===== config.mk =====
export PLATFORM = sky130hd
export DESIGN_NAME = sram_lsu
export DESIGN_NICKNAME = d
export VERILOG_FILES = /design/src/rtl/sram_lsu.sv
export SDC_FILE = /design/constraint.sdc
export NUM_CORES = 1
export LEC_CHECK = 0
export ABC_CLOCK_PERIOD_IN_PS = 5120
export CAP_MARGIN = 20
export CELL_PAD_IN_SITES_DETAIL_PLACEMENT = 1
export CELL_PAD_IN_SITES_GLOBAL_PLACEMENT = 2
export CORE_UTILIZATION = 30
export CTS_BUF_LIST = sky130_fd_sc_hd__clkbuf_4 sky130_fd_sc_hd__clkbuf_8 sky130_fd_sc_hd__clkbuf_16
export DETAILED_ROUTE_END_ITERATION = 6
export PLACE_DENSITY_LB_ADDON = 0.05
export RECOVER_POWER = 100
export SLEW_MARGIN = 15
export SYNTH_ARGS = -nofsm -noshare
export SYNTH_HDL_FRONTEND = slang
export SYNTH_SLANG_ARGS = --single-unit

===== constraint.sdc =====
create_clock -name clk -period 5.12 [get_ports clk]
set_input_delay 1.024 -clock clk [delete_from_list [all_inputs] [get_ports clk]]
set_output_delay 1.024 -clock clk [all_outputs]
set_load 0.01 [all_outputs]

===== src/rtl/sram_lsu.sv =====
// sram_lsu: single-outstanding load/store unit for a 32-bit SRAM; sub-word stores
// are done as read-modify-write of the containing word.
module sram_lsu #(
    parameter logic [31:0] SRAM_LIMIT = 32'h0000FFFF
) (
    input  logic        clk,
    input  logic        rst,
    input  logic        req_i,
    input  logic        we_i,
    input  logic [1:0]  size_i,
    input  logic        sgn_i,
    input  logic [31:0] addr_i,
    input  logic [31:0] wdata_i,
    output logic        busy_o,
    output logic        done_o,
    output logic        fault_o,
    output logic [31:0] rdata_o,
    output logic [31:0] sram_addr_o,
    output logic [31:0] w_sram_o,
    output logic        w_sram_en_o,
    input  logic [31:0] r_sram_i
);
    typedef enum logic [2:0] {IDLE, RD, WR, DONE, FLT} state_e;
    state_e      state_q, state_d;
    logic        we_q, sgn_q;
    logic [1:0]  size_q;
    logic [31:0] addr_q, wdata_q, old_q, old_d, rdata_q, rdata_d;
    logic [32:0] last_byte;
    logic        bad;
    logic [4:0]  sh;
    logic [31:0] lane, ext, mask;
    // 33-bit sum so an access straddling 2^32 still counts as out of range
    assign last_byte = {1'b0, addr_i} + (size_i == 2'b10 ? 33'd3 : {32'd0, size_i[0]});
    assign bad = size_i == 2'b11 || (size_i == 2'b01 && addr_i[0]) ||
                 (size_i == 2'b10 && addr_i[1:0] != 2'b00) || last_byte > {1'b0, SRAM_LIMIT};
    assign sh   = {addr_q[1:0], 3'b000};
    assign lane = r_sram_i >> sh;
    assign ext  = size_q == 2'b00 ? {{24{sgn_q & lane[7]}}, lane[7:0]} :
                  size_q == 2'b01 ? {{16{sgn_q & lane[15]}}, lane[15:0]} : lane;
    assign mask = size_q == 2'b00 ? 32'h000000FF << sh :
                  size_q == 2'b01 ? 32'h0000FFFF << sh : 32'hFFFFFFFF;
    always_comb begin
        state_d = state_q;
        old_d   = old_q;
        rdata_d = rdata_q;
        case (state_q)
            IDLE: if (req_i) state_d = bad ? FLT : (!we_i || size_i != 2'b10) ? RD : WR;
            RD: begin
                state_d = we_q ? WR : DONE;
                old_d   = r_sram_i;
                rdata_d = we_q ? rdata_q : ext;
            end
            WR:      state_d = DONE;
            default: state_d = IDLE;
        endcase
    end
    always_ff @(posedge clk or posedge rst) begin
        if (rst) begin
            state_q <= IDLE;
            we_q    <= 1'b0;
            sgn_q   <= 1'b0;
            size_q  <= 2'b00;
            addr_q  <= '0;
            wdata_q <= '0;
            old_q   <= '0;
            rdata_q <= '0;
        end else begin
            state_q <= state_d;
            old_q   <= old_d;
            rdata_q <= rdata_d;
            if (state_q == IDLE && req_i) begin
                we_q    <= we_i;
                sgn_q   <= sgn_i;
                size_q  <= size_i;
                addr_q  <= addr_i;
                wdata_q <= wdata_i;
            end
        end
    end
    assign busy_o      = state_q != IDLE;
    assign done_o      = state_q == DONE || state_q == FLT;
    assign fault_o     = state_q == FLT;
    assign rdata_o     = rdata_q;
    assign sram_addr_o = (state_q == RD || state_q == WR) ? {addr_q[31:2], 2'b00} : '0;
    assign w_sram_en_o = state_q == WR;
    // word stores use an all-ones mask, so the stale old_q never leaks through
    assign w_sram_o    = state_q == WR ? (old_q & ~mask) | ((wdata_q << sh) & mask) : '0;
endmodule

==> qor.txt, run 1 <==
Wirelength per Cell = 20.92 um
Inserted Diodes = 0
Cell accounting for the most synthesized area = dfrtp_1
Crit end category = output port
Worst Setup SP = addr_q[0]
Post-synthesis adder-cell area fraction = 1.184%
Pleak = 4.312 nW
Synthesized flop and latch total = 135
GRT Util Overall = 20.92%
Clock Skews = 0.01121 ns
H-tree levels = 4
Arrival time worst endpoint = 3.70 ns
Reg2reg end = rdata_o[25]
Mapped Area = 7293 um2
Cell Pwr Density = 494.0 nW/um2
Via density per instance = 5.080
Ratio of cells with drive above 1 in the final layout = 19.30%
Critical path fanouts, max = 28
Post-synth EDFFs = 0
Tmin final = 4.722 ns
Synth Area in Simple Gates = 14.51%
Hpwl dp = 18.91 mm
CTS Hold Bufs = 0
Num ports = 203
Post-Synth XOR/XNOR Area = 0.3603%
GRT overflow = 0
Critical Path Start Type = register
Die area = 24,940 um2
Pin count of the biggest net entering global routing = 63
Worst VDD drop = 0.2320 mV
Die H = 157.9 um
Initial DRT Pass Iterations = 4
Synth Area per Inst = 10.52 um2
Failing checks = max-capacitance violations, max-slew violations
CTS clk-pin slew, worst paths = 0.06 ns
TritonCTS Buffers = 17
CP Cell Sequence = inv_1 -> ha_1 -> nor2_1 -> nor3_1 -> a22oi_1 -> nor2_1 -> dlygate4sd3_1
Root Driver = clkbuf_16
Largest family of logic cells by synthesized area = multiplexers
Clk_lat worst skew = 0.43 ns
Final #Nets = 982
Synth warn = 0
Max-slew violations = 134
RSZ-0062 raised after global routing = no
Highest metal layer with signal wires = met4
Setup bufs post-CTS = 0
Vias in the first global route = 6,635
Synth area leaders = dfrtp_1 (46%), mux2_2 (18%), nor2b_1 (4.5%)
FILL cells = 2,622
Total number of vias = 6,122
Placeable Area = 23,680 um2
Most common cell in the synthesized netlist = dfrtp_1
Setup TNS = 0 ns
Primary FF master, synth = dfrtp_1
Antenna violations before repair = 0
Met2 WL = 12.18 mm
Slew HR = -99.79%
Rows = 56
Max Clk Rate = 211.8 MHz
Sequential fraction of the synthesis area = 46.32%
Asr flop ratio synth = 100.0%
First-pass GRT wire length = 38.57 mm
Max_cap viols = 3
CTS tree = yes
Worst Max-Slew Pin Slew = 2.980 ns
GP Congestion = 0.8374
Routed WL = 25.20 mm
Final Setup Violations = 0
Synth cell types = 55
Reg2Reg Depth = 7
Initial Util = 30.80%
Final ANT Viol Nets = 0
Wl on met1 = 11.28 mm
Syn-to-layout area delta = 39.34%
Flop-to-flop setup slack = 0.92 ns
DR iter-0 viols = 159
I/O Buffers = 200
Crit Path Category = register to output port
CP max stage cell = nor3_1
Syn Inst Count = 693
Max incr delay on CP = 0.79 ns
Fin crit share = 92.23%
Status = complete, but fails checks
Clock Path Buffers = 2
Post-route DRC violation count = 0
Final-report hold violation count = 0
Routed wl met3 = 1.257 mm
Commonest cells post-synth = dfrtp_1 (135), mux2_2 (118), nor2_1 (71), nor2b_1 (52), a21oi_1 (48)
Complex-gate fraction of the synthesized area = 12.70%
Top cell type's share of synthesized area = 46.32%
Die W = 157.9 um
Power Total = 0.005020 W
Hold crit path type = register to register
CTS Sinks = 135
CP most frequent cell = nor2_1
Mux contribution to synthesized area = 21.51%
Critical Path RT = 4.10 ns
Crit path capture = w_sram_o[6]
Post-CTS resize count = 0
FF-to-FF Start = state_q[1]
[kinds of logic after synthesis]
family,count (synthesis)
other,1
multiplexers,142
flip-flops,135
AND/OR/NAND/NOR,205
AO/OA/AOI/OAI,141
buffers and inverters,59
adder cells (fa/ha/maj),7
XOR/XNOR,3
[cell type report]
class	count	area (um2)	area share [%]
multi-input combinational	500	3690	36.31
sequential	135	3381	33.27
timing repair buffer	212	2071	20.38
clock buffer	18	432.9	4.260
tap	319	399.1	3.928
clock inverter	14	161.4	1.588
inverter	7	27.53	0.2709
[cells in the final DEF, fill, tap and decap left out, types with 2 or more instances in the layout]
master           Yosys  final
clkbuf_16            0     17
o211ai_1             2      2
and4_1               4      4
o22a_1               4      4
nor3_1              13     13
o21a_1              14     14
nor2b_1             52     51
clkinvlp_4           0      3
dfrtp_1            135    133
clkbuf_2             1      4
or2_2                3      3
nand3_1              6      6
dlygate4sd3_1        0     94
a22oi_1              8      8
nand2b_1             2      2
inv_1                7      6
nor4_1               2      2
and3_1               8      8
o21ai_0             18     18
buf_4                2      5
nand4_1              9      9
a21oi_1             48     48
xnor2_1              2      2
ha_1                 6      6
a211oi_1            27     27
mux2_2             118    117
mux2i_1             24     24
bufinv_16            0      2
dfrtp_2              0      2
nor2_1              71     70
conb_1               1      2
clkdlybuf4s50_1      0    106
nand2_1             22     22
o31ai_2              1      2
a211o_1              2      2
a221oi_1             8      8
nor3b_1              2      2
clkbuf_1            32      3
inv_6                0      8
[power breakdown]
group | switching, W | internal (W) | total (W)
clock network | 0.000518 | 0.000735 | 0.00125
logic | 0.000981 | 0.00100 | 0.00198
registers | 0.000346 | 0.00144 | 0.00178
[stage by stage]
| step | setup WS [ns] | utilization, % | hold slack, ns | instances | cell area, um2 |
|---|---|---|---|---|---|
| after floorplan | 0.4849 | - | 0.4727 | 694 | 7297 |
| after global placement | 1.032 | 40.51 | 0.4826 | 1173 | 9594 |
| after detailed placement | 0.9345 | 40.53 | 0.4866 | 1173 | 9599 |
| after CTS | 0.4579 | 43.04 | 0.5010 | 1205 | 10190 |
| after global routing | 0.1814 | 42.91 | 0.5007 | 1205 | 10160 |
| final | 0.3980 | 42.91 | 0.4870 | 1205 | 10160 |
[how the worst min path moves through the flow]
stage                     cells past startpoint           to   startpoint
after floorplan                               1   addr_q[10]   addr_q[10]
after global placement                        1   addr_q[24]   addr_q[24]
after detailed placement                      1  rdata_o[16]  rdata_o[16]
after CTS                                     1  rdata_o[16]  rdata_o[16]
after global routing                          1  rdata_o[16]  rdata_o[16]
final                                         1  rdata_o[16]  rdata_o[16]
[sequential cells by signal, indices dropped and copies added (netlist names)]
register	flops
addr_q	32
old_q	32
rdata_o	32
wdata_q	32
state_q	3
size_q	2
sgn_q	1
we_q	1
[critical path: cells and delay by family (launching register included)]
kind / cells / cell delay (ns)
DFF: 1 / 0.62
and+or+nand+nor: 3 / 1.20
buffers and inverters: 2 / 1.05
AOI/OAI and AO/OA: 1 / 0.19
adders and majority gates: 1 / 0.22
[per-layer routing]
layer | up-vias | GRT usage [%]
met4 | 0 | 7.258
met1 | 3084 | 26.78
met3 | 28 | 5.119
met2 | 154 | 34.19
met5 | - | 0
li1 | 2856 | -
No activity file was read; power rests on OpenSTA's default activity.
==> run 2: changes to the inputs <==
Settings changed: TNS_END_PERCENT set to 30.
==> results of run 2 <==
No change in the layout: final DEF, timing and power equal those of run 1.
==> run 3: changes to the inputs <==
Settings changed: CAP_MARGIN 20 to 40, REMOVE_ABC_BUFFERS set to 1, SETUP_SLACK_MARGIN set to 0.1.
==> run 3 against run 2 <==
The run still ends with max-capacitance violations, max-slew violations left. First-iteration DRC count grew 57%. Maximum frequency grew 4.5%. Hold slack lost 0.0039 ns. Cell count grew 0.66%. Critical endpoint is now w_sram_o[16]. Non-clock buffer count grew 7. Wire length shrank 1.0%. Combinational power grew 5%. Cell area grew 0.18%. Sequential share of layout area shrank 0.074 points. Clock skew is essentially flat. Clock power shrank 6%. Register-to-register slack is essentially flat.
==> qor.txt, run 3 (synthesis results as in run 1) <==
Most frequent cells in the layout = dfrtp_1 (134), mux2_2 (118), clkdlybuf4s50_1 (111), dlygate4sd3_1 (89), nor2_1 (70)
Crit end category = output port
Final-report hold violation count = 0 (unchanged)
Final #Nets = 989 (+0.71%)
Dpl cell area = 9661 um2 (+0.64%)
Total number of vias = 6,123 (+0.016%)
Wirelength per Cell = 20.56 um (-1.7%)
Final ANT Viol Nets = 0 (unchanged)
Die area = 24,940 um2 (unchanged)
Slew HR = -94.70% (+5.1 points)
GRT overflow = 0 (unchanged)
First-pass GRT wire length = 39.27 mm (+1.8%)
Ratio of cells with drive above 1 in the final layout = 19.26% (-0.039 points)
Via density per instance = 5.048 (-0.64%)
Reg2reg end = rdata_o[29]
CTS clk-pin slew, worst paths = 0.07 ns (about the same)
CP max stage cell = dfrtp_1
Setup bufs post-CTS = 0 (unchanged)
CTS tree = yes
Hold crit path type = register to register
Final Setup Violations = 0 (unchanged)
TritonCTS Buffers = 17 (unchanged)
CP Cell Sequence = inv_1 -> ha_1 -> nor2b_1 -> a211oi_1 -> buf_4 -> a221oi_1 -> nor3_1 -> clkdlybuf4s50_1
CTS Sinks = 135 (unchanged)
Critical Path RT = 4.10 ns (about the same)
Critical path fanouts, max = 17 (-39%)
Pin count of the biggest net entering global routing = 73 (+16%)
Arrival time worst endpoint = 3.50 ns (-0.20 ns)
Initial Util = 30.80% (unchanged)
Initial DRT Pass Iterations = 4 (unchanged)
Setup TNS = 0 ns (unchanged)
Clock Path Buffers = 2 (unchanged)
Fin area = 10,180 um2 (+0.18%)
Tmin final = 4.520 ns (-0.2023 ns)
Clock Skews = 0.01120 ns (-0.00001400 ns)
Post-route DRC violation count = 0 (unchanged)
Die W = 157.9 um (unchanged)
Fin crit share = 88.27% (-4.0 points)
Crit Path Category = register to output port
H-tree levels = 4 (unchanged)
Die H = 157.9 um (unchanged)
Hpwl dp = 17.98 mm (-4.9%)
Max-slew violations = 166 (+24%)
GRT Util Overall = 21.10% (+0.18 points)
Routed WL = 24.94 mm (-1.0%)
Pleak = 4.329 nW (+0.37%)
Vias in the first global route = 6,709 (+1.1%)
FF-to-FF Start = state_q[1]
I/O Buffers = 200 (unchanged)
Failing checks = max-capacitance violations, max-slew violations
Placeable Area = 23,680 um2 (unchanged)
RSZ-0062 raised after global routing = no
Most common cell after layout, fill and taps aside = dfrtp_1
Root Driver = clkbuf_16
Worst Max-Slew Pin Slew = 2.920 ns (-0.06007 ns)
DR iter-0 viols = 249 (+57%)
Crit path depth = 8 (+1)
Critical Path Start Type = register
Reg2Reg Depth = 8 (+1)
Largest delay share family, worst path = buffers and inverters
Status = complete, but fails checks
GP Congestion = 0.8084 (-3.5%)
Max incr delay on CP = 0.75 ns (-0.04 ns)
Max Clk Rate = 221.3 MHz (+4.5%)
Antenna violations before repair = 2 (+2)
Worst VDD drop = 0.1859 mV (-20%)
Crit path capture = w_sram_o[16]
Crit path buffers/inverters = 3 (+1)
Max_cap viols = 4 (+1)
Cell Pwr Density = 488.8 nW/um2 (-1.1%)
Clk_lat worst skew = 0.42 ns (about the same)
Worst Setup SP = addr_q[0]
Num ports = 203 (unchanged)
CTS Hold Bufs = 0 (unchanged)
Post-CTS resize count = 0 (unchanged)
Syn-to-layout area delta = 39.59%
Flop-to-flop setup slack = 0.93 ns (about the same)
Rows = 56 (unchanged)
[run 3: cell count changes in the layout (fill, tap and decap cells not counted), sizes merged, moves of 2 or more]
cell | before | now
clkdlybuf4s50 | 106 | 111
buf | 5 | 13
dlygate4sd3 | 94 | 89
clkinvlp | 4 | 2
clkinv | 1 | 7
inv | 14 | 10
[run 3: per-layer routing]
layer / vias up / track usage (%) / wire length [um]
met3: 26 / 5.229 / 1487
met4: 0 / 5.825 / 338
met2: 175 / 35.39 / 12180
met5: - / 0 / 0
li1: 2867 / - / -
met1: 3055 / 26.80 / 10940
[run 3: worst min-delay path by stage]
stage / startpoint / end / slack (ns) / cells after the start
floorplan: addr_q[10] / addr_q[10] / 0.47 / 1
global placement: rdata_o[10] / rdata_o[10] / 0.48 / 1
detailed placement: rdata_o[22] / rdata_o[22] / 0.48 / 1
CTS: rdata_o[22] / rdata_o[22] / 0.50 / 1
global route: rdata_o[16] / rdata_o[16] / 0.50 / 1
finish: rdata_o[22] / rdata_o[22] / 0.48 / 1
[run 3: cell type report]
| cell class | count | area (um2) |
|---|---|---|
| fillers | 2629 | 13500 |
| multi-input cells | 500 | 3666 |
| diodes | 1 | 2.502 |
| repair buffers | 219 | 2143 |
| clock buffers | 19 | 440.4 |
| inverters | 7 | 26.28 |
| flip-flops and latches | 135 | 3379 |
| clock inverters | 13 | 123.9 |
| well taps | 319 | 399.1 |
[run 3: per-stage QoR]
stage               setup WS (ns)  total power, W  hold slack (ns)  utilization, %  instances
global placement            1.377        0.003834           0.4751           40.68       1178
finish                     0.6004        0.004976           0.4830           42.99       1213
floorplan                  0.4849        0.002952           0.4729               -        642
global route               0.3505        0.005312           0.5049           42.98       1212
CTS                        0.7929        0.005119           0.4952           43.17       1211
detailed placement          1.247        0.003908           0.4794           40.79       1179
[run 3: where the power goes]
part / internal [W] / switching (W) / total [W]
Combinational: 0.00103 / 0.00105 / 0.00208
Clock: 0.000684 / 0.000499 / 0.00118
Sequential: 0.00144 / 0.000273 / 0.00171
